`src/rtl/fpumuls_wb_if.sv`:
```
// fpumuls_wb_if: issue, multiplier result, writeback and flag signals of the fpumuls writeback stage
interface fpumuls_wb_if #(parameter int TAGW = 9);
    logic            iss_en;
    logic [TAGW-1:0] iss_tag;
    logic            iss_stall;
    logic            flush;
    logic [32:0]     mul_res;
    logic [10:0]     mul_raise;
    logic [10:0]     raise_mask;
    logic            wb_vld;
    logic            wb_rdy;
    logic [TAGW-1:0] wb_tag;
    logic [32:0]     wb_res;
    logic [10:0]     wb_flags;
    logic            wb_excpt;
    logic            sticky_clr;
    logic [10:0]     sticky;
    logic            ovf_err;
    modport master (
        output iss_en, iss_tag, flush, mul_res, mul_raise, raise_mask, wb_rdy, sticky_clr,
        input  iss_stall, wb_vld, wb_tag, wb_res, wb_flags, wb_excpt, sticky, ovf_err
    );
    modport slave (
        input  iss_en, iss_tag, flush, mul_res, mul_raise, raise_mask, wb_rdy, sticky_clr,
        output iss_stall, wb_vld, wb_tag, wb_res, wb_flags, wb_excpt, sticky, ovf_err
    );
endinterface

```
`src/rtl/fpumuls_wb.sv`:
```
// fpumuls_wb: tracks multiplies by tag, queues results, hands them to writeback and collects sticky flags
module fpumuls_wb #(
    parameter int LAT   = 3,
    parameter int TAGW  = 9,
    parameter int DEPTH = 4
) (
    input logic        clk,
    input logic        rst,
    fpumuls_wb_if.slave bus
);
    localparam int PW = $clog2(DEPTH);
    localparam int CW = PW + 1;
    logic [LAT-1:0]   pv;
    logic [TAGW-1:0]  pt [LAT];
    logic [TAGW+43:0] mem [DEPTH];
    logic [TAGW+43:0] head;
    logic [PW-1:0]    wp, rp;
    logic [CW-1:0]    cnt, used;
    logic             acc, push, pop;
    // credits in use: valid pipe stages plus queued results
    always_comb begin
        used = cnt;
        for (int i = 0; i < LAT; i++) used = used + CW'(pv[i]);
    end
    assign bus.iss_stall = ~bus.flush & (used >= CW'(DEPTH));
    assign acc           = bus.iss_en & ~bus.iss_stall;
    assign push          = pv[LAT-1] & ~bus.flush;
    assign pop           = bus.wb_vld & bus.wb_rdy & ~bus.flush;
    assign bus.wb_vld    = cnt != '0;
    assign head          = bus.wb_vld ? mem[rp] : '0;
    assign {bus.wb_tag, bus.wb_res, bus.wb_flags} = head;
    assign bus.wb_excpt  = |(bus.wb_flags & bus.raise_mask);
    // pipe valids: stage 1 takes accepted issues (even during flush), flush empties the rest
    always_ff @(posedge clk) begin
        if (rst) pv <= '0;
        else begin
            pv[0] <= acc;
            for (int i = 1; i < LAT; i++) pv[i] <= pv[i-1] & ~bus.flush;
        end
    end
    // pipe tags travel alongside the valids
    always_ff @(posedge clk) begin
        pt[0] <= bus.iss_tag;
        for (int i = 1; i < LAT; i++) pt[i] <= pt[i-1];
    end
    // capture the multiplier output when a tracked op leaves the pipe
    always_ff @(posedge clk) begin
        if (push) mem[wp] <= {pt[LAT-1], bus.mul_res, bus.mul_raise};
    end
    // fifo pointers and occupancy
    always_ff @(posedge clk) begin
        if (rst || bus.flush) begin
            wp  <= '0;
            rp  <= '0;
            cnt <= '0;
        end else begin
            wp  <= wp + PW'(push);
            rp  <= rp + PW'(pop);
            cnt <= cnt + CW'(push) - CW'(pop);
        end
    end
    // sticky flags from retired results and the issue-overflow error
    always_ff @(posedge clk) begin
        if (rst) begin
            bus.sticky  <= '0;
            bus.ovf_err <= 1'b0;
        end else begin
            bus.sticky <= (bus.sticky_clr ? '0 : bus.sticky) | (pop ? bus.wb_flags : '0);
            if (bus.iss_en & bus.iss_stall) bus.ovf_err <= 1'b1;
        end
    end
endmodule

```
`src/flat_wrapper.sv`:
```
// flat-port wrapper written by rule: the top's interface ports become plain ports
module fpumuls_wb_flat 
#(
    parameter int LAT   = 3,
    parameter int TAGW  = 9,
    parameter int DEPTH = 4
)
  (clk, rst, bus_iss_en, bus_iss_tag, bus_flush, bus_mul_res, bus_mul_raise, bus_raise_mask, bus_wb_rdy, bus_sticky_clr, bus_iss_stall, bus_wb_vld, bus_wb_tag, bus_wb_res, bus_wb_flags, bus_wb_excpt, bus_sticky, bus_ovf_err);
  fpumuls_wb_if #(.TAGW(TAGW)) bus_i ();
  input logic clk;
  input logic rst;
  input wire logic [$bits(bus_i.iss_en)-1:0] bus_iss_en;
  input wire logic [$bits(bus_i.iss_tag)-1:0] bus_iss_tag;
  input wire logic [$bits(bus_i.flush)-1:0] bus_flush;
  input wire logic [$bits(bus_i.mul_res)-1:0] bus_mul_res;
  input wire logic [$bits(bus_i.mul_raise)-1:0] bus_mul_raise;
  input wire logic [$bits(bus_i.raise_mask)-1:0] bus_raise_mask;
  input wire logic [$bits(bus_i.wb_rdy)-1:0] bus_wb_rdy;
  input wire logic [$bits(bus_i.sticky_clr)-1:0] bus_sticky_clr;
  output wire logic [$bits(bus_i.iss_stall)-1:0] bus_iss_stall;
  output wire logic [$bits(bus_i.wb_vld)-1:0] bus_wb_vld;
  output wire logic [$bits(bus_i.wb_tag)-1:0] bus_wb_tag;
  output wire logic [$bits(bus_i.wb_res)-1:0] bus_wb_res;
  output wire logic [$bits(bus_i.wb_flags)-1:0] bus_wb_flags;
  output wire logic [$bits(bus_i.wb_excpt)-1:0] bus_wb_excpt;
  output wire logic [$bits(bus_i.sticky)-1:0] bus_sticky;
  output wire logic [$bits(bus_i.ovf_err)-1:0] bus_ovf_err;
  assign bus_i.iss_en = bus_iss_en;
  assign bus_i.iss_tag = bus_iss_tag;
  assign bus_i.flush = bus_flush;
  assign bus_i.mul_res = bus_mul_res;
  assign bus_i.mul_raise = bus_mul_raise;
  assign bus_i.raise_mask = bus_raise_mask;
  assign bus_i.wb_rdy = bus_wb_rdy;
  assign bus_i.sticky_clr = bus_sticky_clr;
  assign bus_iss_stall = bus_i.iss_stall;
  assign bus_wb_vld = bus_i.wb_vld;
  assign bus_wb_tag = bus_i.wb_tag;
  assign bus_wb_res = bus_i.wb_res;
  assign bus_wb_flags = bus_i.wb_flags;
  assign bus_wb_excpt = bus_i.wb_excpt;
  assign bus_sticky = bus_i.sticky;
  assign bus_ovf_err = bus_i.ovf_err;
  fpumuls_wb #(.LAT(LAT), .TAGW(TAGW), .DEPTH(DEPTH)) u_core (.clk(clk), .rst(rst), .bus(bus_i));
endmodule
```
`config.mk`:
```
export PLATFORM = sky130hd
export DESIGN_NAME = fpumuls_wb_flat
export DESIGN_NICKNAME = d
export VERILOG_FILES = /design/src/rtl/fpumuls_wb_if.sv /design/src/rtl/fpumuls_wb.sv /design/src/flat_wrapper.sv
export SDC_FILE = /design/constraint.sdc
export NUM_CORES = 1
export LEC_CHECK = 0
export CELL_PAD_IN_SITES_DETAIL_PLACEMENT = 0
export CELL_PAD_IN_SITES_GLOBAL_PLACEMENT = 1
export CORE_UTILIZATION = 46
export DETAILED_ROUTE_END_ITERATION = 8
export HOLD_SLACK_MARGIN = 0.1
export PLACE_DENSITY = 0.75
export SLEW_MARGIN = 20
export SYNTH_ARGS = -nofsm -noshare
export SYNTH_HDL_FRONTEND = slang
export SYNTH_SLANG_ARGS = --single-unit
```
`constraint.sdc`:
```
create_clock -name clk -period 7.8 [get_ports clk]
set_input_delay 1.17 -clock clk [delete_from_list [all_inputs] [get_ports clk]]
set_output_delay 1.17 -clock clk [all_outputs]
set_load 0.02 [all_outputs]
```
==> summary.json <==
{
  "antenna_violations_before_repair": 0,
  "p_clk_frac": 0.444,
  "setup_viol_count_final": 0,
  "fin_setup_tns_ns": 0,
  "yosys_register_bits": 261,
  "ios": 138,
  "globalplace.congestion": 0.752,
  "critPathMaxFanout": 45,
  "htree_levels": 1,
  "mostFrequentLayoutCell": "sky130_fd_sc_hd__edfxtp_1",
  "comb_power_share": 0.020,
  "crit_type": "reg -> out",
  "die-width_um": 146,
  "grt_start_max_net_pins": 58,
  "placement.cell_area_um2": 11200,
  "detail_route.wirelength_um": 17100,
  "ir_worst_vdd_mv": 0.158,
  "dp.cells": 863,
  "kind_of_end_point_of_the_critical_path": "output port",
  "max_clock_freq_mhz": 224,
  "synth_cell_type_count": 27,
  "unrepaired_setup_endpoints_after_global_routing": "false",
  "worst_hold_startpoint": "u_core.pt[0][14]",
  "reg2reg_setup_slack_ns": 4.81,
  "detailedRoute.firstIterationViolations": 311,
  "hold_class": "reg -> reg",
  "firstDrtPassIters": 4,
  "hpwl_um": 10000,
  "clockBufferDepth": 3,
  "syn_to_final_growth_pct": 26.9,
  "yosys-top-cells-area": "sky130_fd_sc_hd__edfxtp_1, sky130_fd_sc_hd__mux4_2, sky130_fd_sc_hd__dfxtp_1",
  "synth.largest_area_cell": "sky130_fd_sc_hd__edfxtp_1",
  "effective_utilization_at_floorplan": 0.470,
  "core_um2": 20300,
  "maxCapViolCount": 0,
  "drv_slew": 0,
  "cts-buffers-inserted": 26,
  "crit_buf_inv": 2,
  "syn_inst": 471,
  "timing.final.crit_share": 0.572,
  "postCtsSetupBuffers": 0,
  "cells_on_worst_hold_path": 0,
  "postCtsHoldBufs": 0,
  "first_global_vias": 4881,
  "cts.reportedPaths.clkPinSlew_ns": 0.06,
  "synthesis.yosys.warnings": 0,
  "synth.net_count": 548,
  "gr-usage-all-layers": 0.166,
  "critPathMaxStageDelay_ns": 0.74,
  "outcome": "finished, final reports clean",
  "post_drt_wl_per_cell_um": 18.8,
  "rr_startpoint": "u_core.cnt[2]",
  "antenna-diode-count": 0,
  "crit_path_arrival_time_ns": 3.29,
  "reg2regPathDepth": 9,
  "met1_usage": 0.236,
  "design.die.area_um2": 21300,
  "clock_insertion_delay_worst_skew_ns": 0.52,
  "first_pass_grt_wire_length_um": 27000,
  "post_route_cells_drive_above_1_share": 0.167,
  "p_int_mw": 2.31,
  "row_count": 52,
  "grt_overflow": 0,
  "min_period_ns": 4.46,
  "cp_top_family": "buffers and inverters",
  "finalHoldViolations": 0,
  "hold_slack_ns": 0.326,
  "postSynthAreaPerCell_um2": 20.2,
  "switching_power_mw": 0.516,
  "yosysSeqAreaShare": 0.771,
  "final_cells": 911,
  "dieHeight_um": 146,
  "grt-busiest-layer": "met2",
  "clock_skew_ns": 0.0152,
  "use_met3": 0.0304,
  "nets_finish": 698,
  "drtAntennaViolNets": 0,
  "most_frequent_cells_in_the_layout": "sky130_fd_sc_hd__edfxtp_1, sky130_fd_sc_hd__clkdlybuf4s50_1, sky130_fd_sc_hd__and2_1, sky130_fd_sc_hd__mux4_2, sky130_fd_sc_hd__dfxtp_1",
  "ctsResizeCount": 0,
  "hold-path-endpoint": "u_core.pt[0][23]",
  "synthesis.area_um2": 9530,
  "port_buffers": 137,
  "drc": 0,
  "p_seq_frac": 0.537,
  "vias_per_cell": 5.09,
  "cts_tree": "yes",
  "timing.rr.end": "u_core.cnt[2]",
  "synth.top_cell.area_share": 0.668,
  "design_area_um2": 12100,
  "crit_chain": "buf_4 -> mux4_1 -> and2_1 -> nand2_1 -> nand4_1 -> clkdlybuf4s50_1",
  "power_per_cell_area_nw_per_um2": 234,
  "start_kind": "flip-flop",
  "crit_required_ns": 6.63,
  "clock_sinks": 261,
  "detailroute.via_count": 4638,
  "globalRouteMet2Util": 0.268,
  "critical-path-slowest-cell": "sky130_fd_sc_hd__buf_4",
  "clock_tree.root_cell": "sky130_fd_sc_hd__clkbuf_16",
  "power.switching_fraction": 0.183,
  "leakagePower_nw": 3.96,
  "timing_worst_slew_pin_value_ns": 0.922,
  "normalized_max_slew_margin": 0.385
}
flip-flops by register name (all words and copies together), names as in the netlist:
register,cells
u_core.bus.sticky,11
u_core.bus.ovf_err,1
u_core.rp,2
u_core.wp,2
u_core.pt,27
u_core.cnt,3
u_core.pv,3
u_core.mem,212
layer usage:
layer,share of wire,vias to the layer above
li1,-,2138
met5,0,-
met1,0.45,2318
met2,0.47,153
met4,0.017,0
met3,0.061,29
final cells by class:
class / instances / area [um2]
fill: 1494 / 8210
multi-input combinational: 183 / 2080
clock buffer: 36 / 739
clock inverter: 12 / 145
tap: 270 / 338
timing repair buffer: 144 / 1420
sequential: 261 / 7350
inverter: 5 / 18.8
power groups by stage:
stage,Combinational [mW],Clock (mW),Sequential [mW]
global route,0.0592,1.34,1.52
floorplan,0.00724,0,1.55
CTS,0.0557,1.28,1.52
finish,0.0553,1.25,1.52
global placement,0.0527,0,1.54
detailed placement,0.0554,0,1.55
synthesized netlist by cell type (all sizes together):
master  instances
nor2           14
o31ai           1
and2           60
buf            10
a21oi          11
nand4           1
nor3            3
and3b           1
or3             1
nor3b           2
mux4           53
a31oi           2
dfxtp          49
nor2b          12
ha              5
edfxtp        212
nand2           3
a221oi          1
inv             5
xnor2           5
a22o            3
fa              2
clkbuf         12
and3            3
through the flow:
step | utilization | worst slack [ns] | total power [mW]
2_1_floorplan | - | 1.92 | 1.55
5_1_grt | 0.596 | 3.05 | 2.91
3_3_place_gp | 0.552 | 3.75 | 1.60
4_1_cts | 0.596 | 3.22 | 2.85
3_5_place_dp | 0.552 | 3.77 | 1.60
6_report | 0.596 | 3.34 | 2.82
how the worst max path moves through the flow:
stage | from | to | depth (start not counted)
6_report | u_core.rp[0] | bus_wb_excpt | 6
5_1_grt | u_core.rp[0] | bus_wb_excpt | 6
4_1_cts | u_core.rp[0] | bus_wb_excpt | 6
3_5_place_dp | u_core.rp[0] | bus_wb_excpt | 6
3_3_place_gp | u_core.rp[0] | bus_wb_excpt | 6
2_1_floorplan | bus_flush | u_core.mem[0][0] | 2
logic make-up after synthesis:
logic type,Yosys count,share of synthesized area
simple gates,100,0.0613
compound gates,18,0.0127
mux,53,0.126
fa+ha+maj,7,0.0108
flops,261,0.771
xor+xnor,5,0.00459
buf+inv,27,0.0136
No activity file was read; power rests on OpenSTA's default activity.
